<file path="config.mk">
export PLATFORM = sky130hd
export DESIGN_NAME = fetch_queue_flat
export DESIGN_NICKNAME = d
export VERILOG_FILES = /design/src/rtl/fetch_queue_if.sv /design/src/rtl/fetch_queue.sv /design/src/flat_wrapper.sv
export SDC_FILE = /design/constraint.sdc
export NUM_CORES = 1
export LEC_CHECK = 0
export ABC_CLOCK_PERIOD_IN_PS = 7690
export CORE_ASPECT_RATIO = 1.4
export CORE_MARGIN = 5
export CORE_UTILIZATION = 58
export CTS_CLUSTER_DIAMETER = 120
export DETAILED_ROUTE_END_ITERATION = 16
export HOLD_SLACK_MARGIN = 0.08
export PLACE_DENSITY = 0.8
export SLEW_MARGIN = 10
export SYNTH_ARGS = -nofsm -noshare
export SYNTH_HDL_FRONTEND = slang
export SYNTH_SLANG_ARGS = --single-unit
</file>
<file path="constraint.sdc">
create_clock -name CLK -period 7.69 [get_ports CLK]
set_input_delay 1.538 -clock CLK [delete_from_list [all_inputs] [get_ports CLK]]
set_output_delay 1.538 -clock CLK [all_outputs]
set_load 0.01 [all_outputs]
</file>
<file path="src/rtl/fetch_queue_if.sv">
// IF/ID handshake bundle for the fetch queue: push side from IF, pop side and
// head presentation to ID, plus flush and occupancy status.
interface fetch_queue_if #(
  parameter int PTR_W = 3
);
  logic             FLUSH;
  logic             Push_IN;
  logic [31:0]      Instr1_IN;
  logic [31:0]      Instr_PC_IN;
  logic             Pop_IN;
  logic [31:0]      Instr1_OUT;
  logic [31:0]      Instr_PC_OUT;
  logic [31:0]      Instr_PC_Plus4;
  logic             Valid_OUT;
  logic             STALL_OUT;
  logic [PTR_W:0]   Count_OUT;

  modport master (
    output FLUSH, Push_IN, Instr1_IN, Instr_PC_IN, Pop_IN,
    input  Instr1_OUT, Instr_PC_OUT, Instr_PC_Plus4, Valid_OUT, STALL_OUT, Count_OUT
  );

  modport slave (
    input  FLUSH, Push_IN, Instr1_IN, Instr_PC_IN, Pop_IN,
    output Instr1_OUT, Instr_PC_OUT, Instr_PC_Plus4, Valid_OUT, STALL_OUT, Count_OUT
  );
endinterface

</file>
<file path="src/rtl/fetch_queue.sv">
// First-word-fall-through instruction queue between IF and ID; head entry is
// presented combinationally, IF is back-pressured when full, FLUSH empties it.
module fetch_queue #(
  parameter int DEPTH = 8,
  parameter int PTR_W = 3
) (
  input  logic          CLK,
  input  logic          RESET,
  fetch_queue_if.slave  fq
);

  localparam logic [PTR_W:0] FULL_CNT = (PTR_W+1)'(DEPTH);
  localparam logic [PTR_W:0] CNT_ONE  = (PTR_W+1)'(1);

  logic [63:0]      mem [DEPTH];
  logic [PTR_W-1:0] head;
  logic [PTR_W-1:0] tail;
  logic [PTR_W:0]   count;
  logic             empty;
  logic             full;
  logic             pop_ok;
  logic             push_ok;
  logic [63:0]      head_entry;

  assign empty   = (count == '0);
  assign full    = (count == FULL_CNT);
  assign pop_ok  = fq.Pop_IN && !empty;
  // A full queue still accepts a push when the head leaves in the same cycle.
  assign push_ok = fq.Push_IN && (!full || pop_ok);

  always_ff @(posedge CLK) begin
    if (!RESET) begin
      head  <= '0;
      tail  <= '0;
      count <= '0;
    end else if (fq.FLUSH) begin
      head  <= '0;
      tail  <= '0;
      count <= '0;
    end else begin
      if (push_ok) tail <= tail + 1'b1;
      if (pop_ok)  head <= head + 1'b1;
      case ({push_ok, pop_ok})
        2'b10:   count <= count + CNT_ONE;
        2'b01:   count <= count - CNT_ONE;
        default: count <= count;
      endcase
    end
  end

  // Storage is not reset; reset and flush only suppress the write.
  always_ff @(posedge CLK) begin
    if (RESET && !fq.FLUSH && push_ok)
      mem[tail] <= {fq.Instr1_IN, fq.Instr_PC_IN};
  end

  assign head_entry        = empty ? 64'h0 : mem[head];
  assign fq.Instr1_OUT     = head_entry[63:32];
  assign fq.Instr_PC_OUT   = head_entry[31:0];
  assign fq.Instr_PC_Plus4 = empty ? 32'h0 : (head_entry[31:0] + 32'd4);
  assign fq.Valid_OUT      = !empty;
  assign fq.STALL_OUT      = full;
  assign fq.Count_OUT      = count;

endmodule

</file>
<file path="src/flat_wrapper.sv">
// flat-port wrapper written by rule: the top's interface ports become plain ports
module fetch_queue_flat 
#(
  parameter int DEPTH = 8,
  parameter int PTR_W = 3
)
  (CLK, RESET, fq_FLUSH, fq_Push_IN, fq_Instr1_IN, fq_Instr_PC_IN, fq_Pop_IN, fq_Instr1_OUT, fq_Instr_PC_OUT, fq_Instr_PC_Plus4, fq_Valid_OUT, fq_STALL_OUT, fq_Count_OUT);
  fetch_queue_if #(.PTR_W(PTR_W)) fq_i ();
  input  logic CLK;
  input  logic RESET;
  input wire logic [$bits(fq_i.FLUSH)-1:0] fq_FLUSH;
  input wire logic [$bits(fq_i.Push_IN)-1:0] fq_Push_IN;
  input wire logic [$bits(fq_i.Instr1_IN)-1:0] fq_Instr1_IN;
  input wire logic [$bits(fq_i.Instr_PC_IN)-1:0] fq_Instr_PC_IN;
  input wire logic [$bits(fq_i.Pop_IN)-1:0] fq_Pop_IN;
  output wire logic [$bits(fq_i.Instr1_OUT)-1:0] fq_Instr1_OUT;
  output wire logic [$bits(fq_i.Instr_PC_OUT)-1:0] fq_Instr_PC_OUT;
  output wire logic [$bits(fq_i.Instr_PC_Plus4)-1:0] fq_Instr_PC_Plus4;
  output wire logic [$bits(fq_i.Valid_OUT)-1:0] fq_Valid_OUT;
  output wire logic [$bits(fq_i.STALL_OUT)-1:0] fq_STALL_OUT;
  output wire logic [$bits(fq_i.Count_OUT)-1:0] fq_Count_OUT;
  assign fq_i.FLUSH = fq_FLUSH;
  assign fq_i.Push_IN = fq_Push_IN;
  assign fq_i.Instr1_IN = fq_Instr1_IN;
  assign fq_i.Instr_PC_IN = fq_Instr_PC_IN;
  assign fq_i.Pop_IN = fq_Pop_IN;
  assign fq_Instr1_OUT = fq_i.Instr1_OUT;
  assign fq_Instr_PC_OUT = fq_i.Instr_PC_OUT;
  assign fq_Instr_PC_Plus4 = fq_i.Instr_PC_Plus4;
  assign fq_Valid_OUT = fq_i.Valid_OUT;
  assign fq_STALL_OUT = fq_i.STALL_OUT;
  assign fq_Count_OUT = fq_i.Count_OUT;
  fetch_queue #(.DEPTH(DEPTH), .PTR_W(PTR_W)) u_core (.CLK(CLK), .RESET(RESET), .fq(fq_i));
endmodule
</file>
==> flow_summary.toml <==
[floorplan]
die_area_sq_mm = 0.0402
io_pins = 171
dieWidth_um = 171
initial_core_util = 0.587
die_h_um = 235
num_rows = 82
coreArea_sq_mm = 0.0358

[power]
power_uw = 5630
swShare = 0.196
internal_power_uw = 4520
p_clk_frac = 0.385
p_leak_uw = 0.00763
vdd_drop_max_mv = 0.202
power_density_mw_per_mm2 = 228
p_sw_uw = 1100
combPwrFrac = 0.053
pwr-share-seq = 0.562

[detailed_routing]
vias = 10500
ant_nets = 0
wl_per_cell_um = 25.1
drt_iter0_drc = 827
drt-vias-per-instance = 6.01
wirelength_um = 43800
drc = 0
drt-pass1-iter-count = 5

[yosys]
syn_inst = 1058
ys.flop_type = "edfxtp_1"
syn-cell-area_sq_mm = 0.0210
synthesis.nets = 1133
synth_xor_area_frac = 0.0117
synth_compound_area_frac = 0.0171
yosys-top-cells-area = "edfxtp_1 (73%), mux4_2 (9.4%), mux2i_1 (5.0%), nor2_1 (1.4%), mux4_1 (1.4%)"
netlist.area_leader.share = 0.731
avgSynthCellArea_sq_um = 19.9
ys_seq_area_frac = 0.744
synth_top_family_by_area = "multiplexers"
yosysWarnings = 0
synth_top_cell_by_area = "edfxtp_1"
muxShareOfSynthArea = 0.159
ys_ff_latch = 525
yosys.area_share.simple = 0.0446
synth_edf_count = 512
synth.distinct_cells = 55
synthAdderAreaFrac = 0.00393
synthArstFlopShare = 0

[final_layout]
layout_common_cells = "edfxtp_1 (512), clkdlybuf4s50_1 (170), mux2i_1 (105)"
nNetsFinal = 1322
num_antenna_cells = 0
drive_gt1_frac = 0.158
post-route-util = 0.688
final_common_cell = "edfxtp_1"
layout.cells.non_filler = 1746
area_delta_synth_final_pct = 17.2

[critical_path]
cpMostUsedCell = "buf_4"
crit_path_cell_trace = "buf_4 -> buf_4 -> mux2i_1 -> a22oi_1 -> o21ai_0 -> nand2b_1 -> nor2_1 -> nor4b_2 -> mux2_1 -> clkdlybuf4s50_1"
reg2regPathDepth = 6
crit_family = "buffers and inverters"
cp.arrival_ns = 4.64
worstPathRequired_ns = 6.15
cp-start-kind = "register"
cp_slowest_cell = "dfxtp_4"
r2r_end = "u_core.mem[4][34]$_DFFE_PP_"
path_class = "reg2out"
worstPathMaxFanout = 47
path_buf_inv = 3
rr_startpoint = "u_core.fq.Count_OUT[1]$_SDFFE_PP0P_"
slowest_delay_ns = 0.93
ff2ff_setup_slack_ns = 4.38
critPathCaptureType = "primary output"

[global_route]
antenna_found_initial = 3
grt_pass1_vias = 10900
grt_first_pass_wirelength_um = 65800
grt_max_degree = 54
track_usage = 0.218
overflow = 0

[cts]
clk_path_buf_depth = 3
cts.clk_slew.worst_paths_ns = 0.06
cts_tree = "done"
cts_root_buf = "clkbuf_16"
cts.sinks = 525
cts_buffers = 45
postCtsHoldBufs = 0
clock_latency_ns = 0.55
ctsResizeCount = 0
h-tree-depth = 2
cts_setup_buffers = 0

[timing]
maxSlewHeadroom = 0.222
slew_violations = 0
fin_crit_ns = 6.18
finalHoldViolations = 0
setup_viol = 0
period_share = 0.804
tightest_slew_ns = 1.16
tns_ns = 0
fmax_ghz = 0.162
rsz0062_at_grt = "false"
setup_ws_ns = 1.51
finalClockSkew_ns = 0.0107

[placed_design]
gp_congestion = 0.809
dp_slack_ns = 2.00
hpwlAfterDp_um = 25400
dp_cells = 1662
io_buffers = 170

[job]
maxCapViolCount = 0

[min_path]
min_path_cells = 2
min_from = "u_core.head[1]$_SDFFE_PP0N_"
hp-class = "reg2reg"

[run_status]
outcome = "finished clean"
==> per-layer routing <==
layer	share of wire	routed length, um	GRT usage
met5	0.00055	24	0
met4	0.027	1200	0.0668
met3	0.062	2730	0.0363
met2	0.53	23100	0.383
met1	0.38	16700	0.280
==> metrics by stage <==
stage | hold slack, ns | cell area (sq um)
3_5_place_dp | 0.497 | 23200
6_report | 0.498 | 24600
2_1_floorplan | 0.453 | 21000
3_3_place_gp | 0.469 | 23200
4_1_cts | 0.511 | 24600
5_1_grt | 0.532 | 24600
==> cell usage after synthesis (all sizes together), types with 13 or more instances <==
| cell type | instances |
|---|---|
| inv | 20 |
| nor2 | 81 |
| buf | 31 |
| a22oi | 27 |
| mux4 | 99 |
| edfxtp | 512 |
| dfxtp | 13 |
| nand2 | 21 |
| mux2i | 105 |
| xnor2 | 19 |
| clkbuf | 22 |
| nand3 | 18 |
==> layout make-up <==
type,instances,area (sq um)
flip-flops and latches,525,15600
fillers,2257,11200
multi-input cells,460,5040
repair buffers,195,1890
clock buffers,67,1250
well taps,462,578
clock inverters,17,155
inverters,20,75.1
==> cell families (layout without fill, tap and decap cells) <==
group                      after synthesis  count (layout)
muxes                                  206             206
adders and majority gates                6               6
buffers and inverters                   73             299
xor gates and xnor gates                28              28
AOI/OAI and AO/OA                       51              51
and+or+nand+nor                        169             169
DFF                                    525             525
==> registers in the layout (all words and copies together) (netlist names), named ones only <==
signal               count
u_core.tail              3
u_core.fq.Count_OUT      4
u_core.mem             512
u_core.head              3
==> power groups by stage <==
stage / Clock, uW / Sequential (uW) / Combinational (uW)
after detailed placement: 0 / 3220 / 301
after global routing: 2330 / 3160 / 323
after floorplan: 0 / 3220 / 138
after CTS: 2200 / 3160 / 302
after global placement: 0 / 3220 / 295
final: 2160 / 3160 / 299
==> worst max path at each step <==
stage                            endpoint       from  cells past startpoint
6_report            fq_Instr_PC_Plus4[30]   register                     10
5_1_grt             fq_Instr_PC_Plus4[30]   register                     10
4_1_cts             fq_Instr_PC_Plus4[30]   register                     10
3_5_place_dp        fq_Instr_PC_Plus4[30]   register                     10
3_3_place_gp        fq_Instr_PC_Plus4[30]   register                     10
2_1_floorplan  u_core.mem[0][0]$_DFFE_PP_  fq_Pop_IN                      3
==> worst register-to-register path: cells and delay by family (launching register included) <==
family | cells | cell delay, ns
AOI/OAI and AO/OA | 1 | 0.15
buffers and inverters | 1 | 0.58
and+or+nand+nor | 4 | 1.73
DFF | 1 | 0.46
No activity file was read; power rests on OpenSTA's default activity.
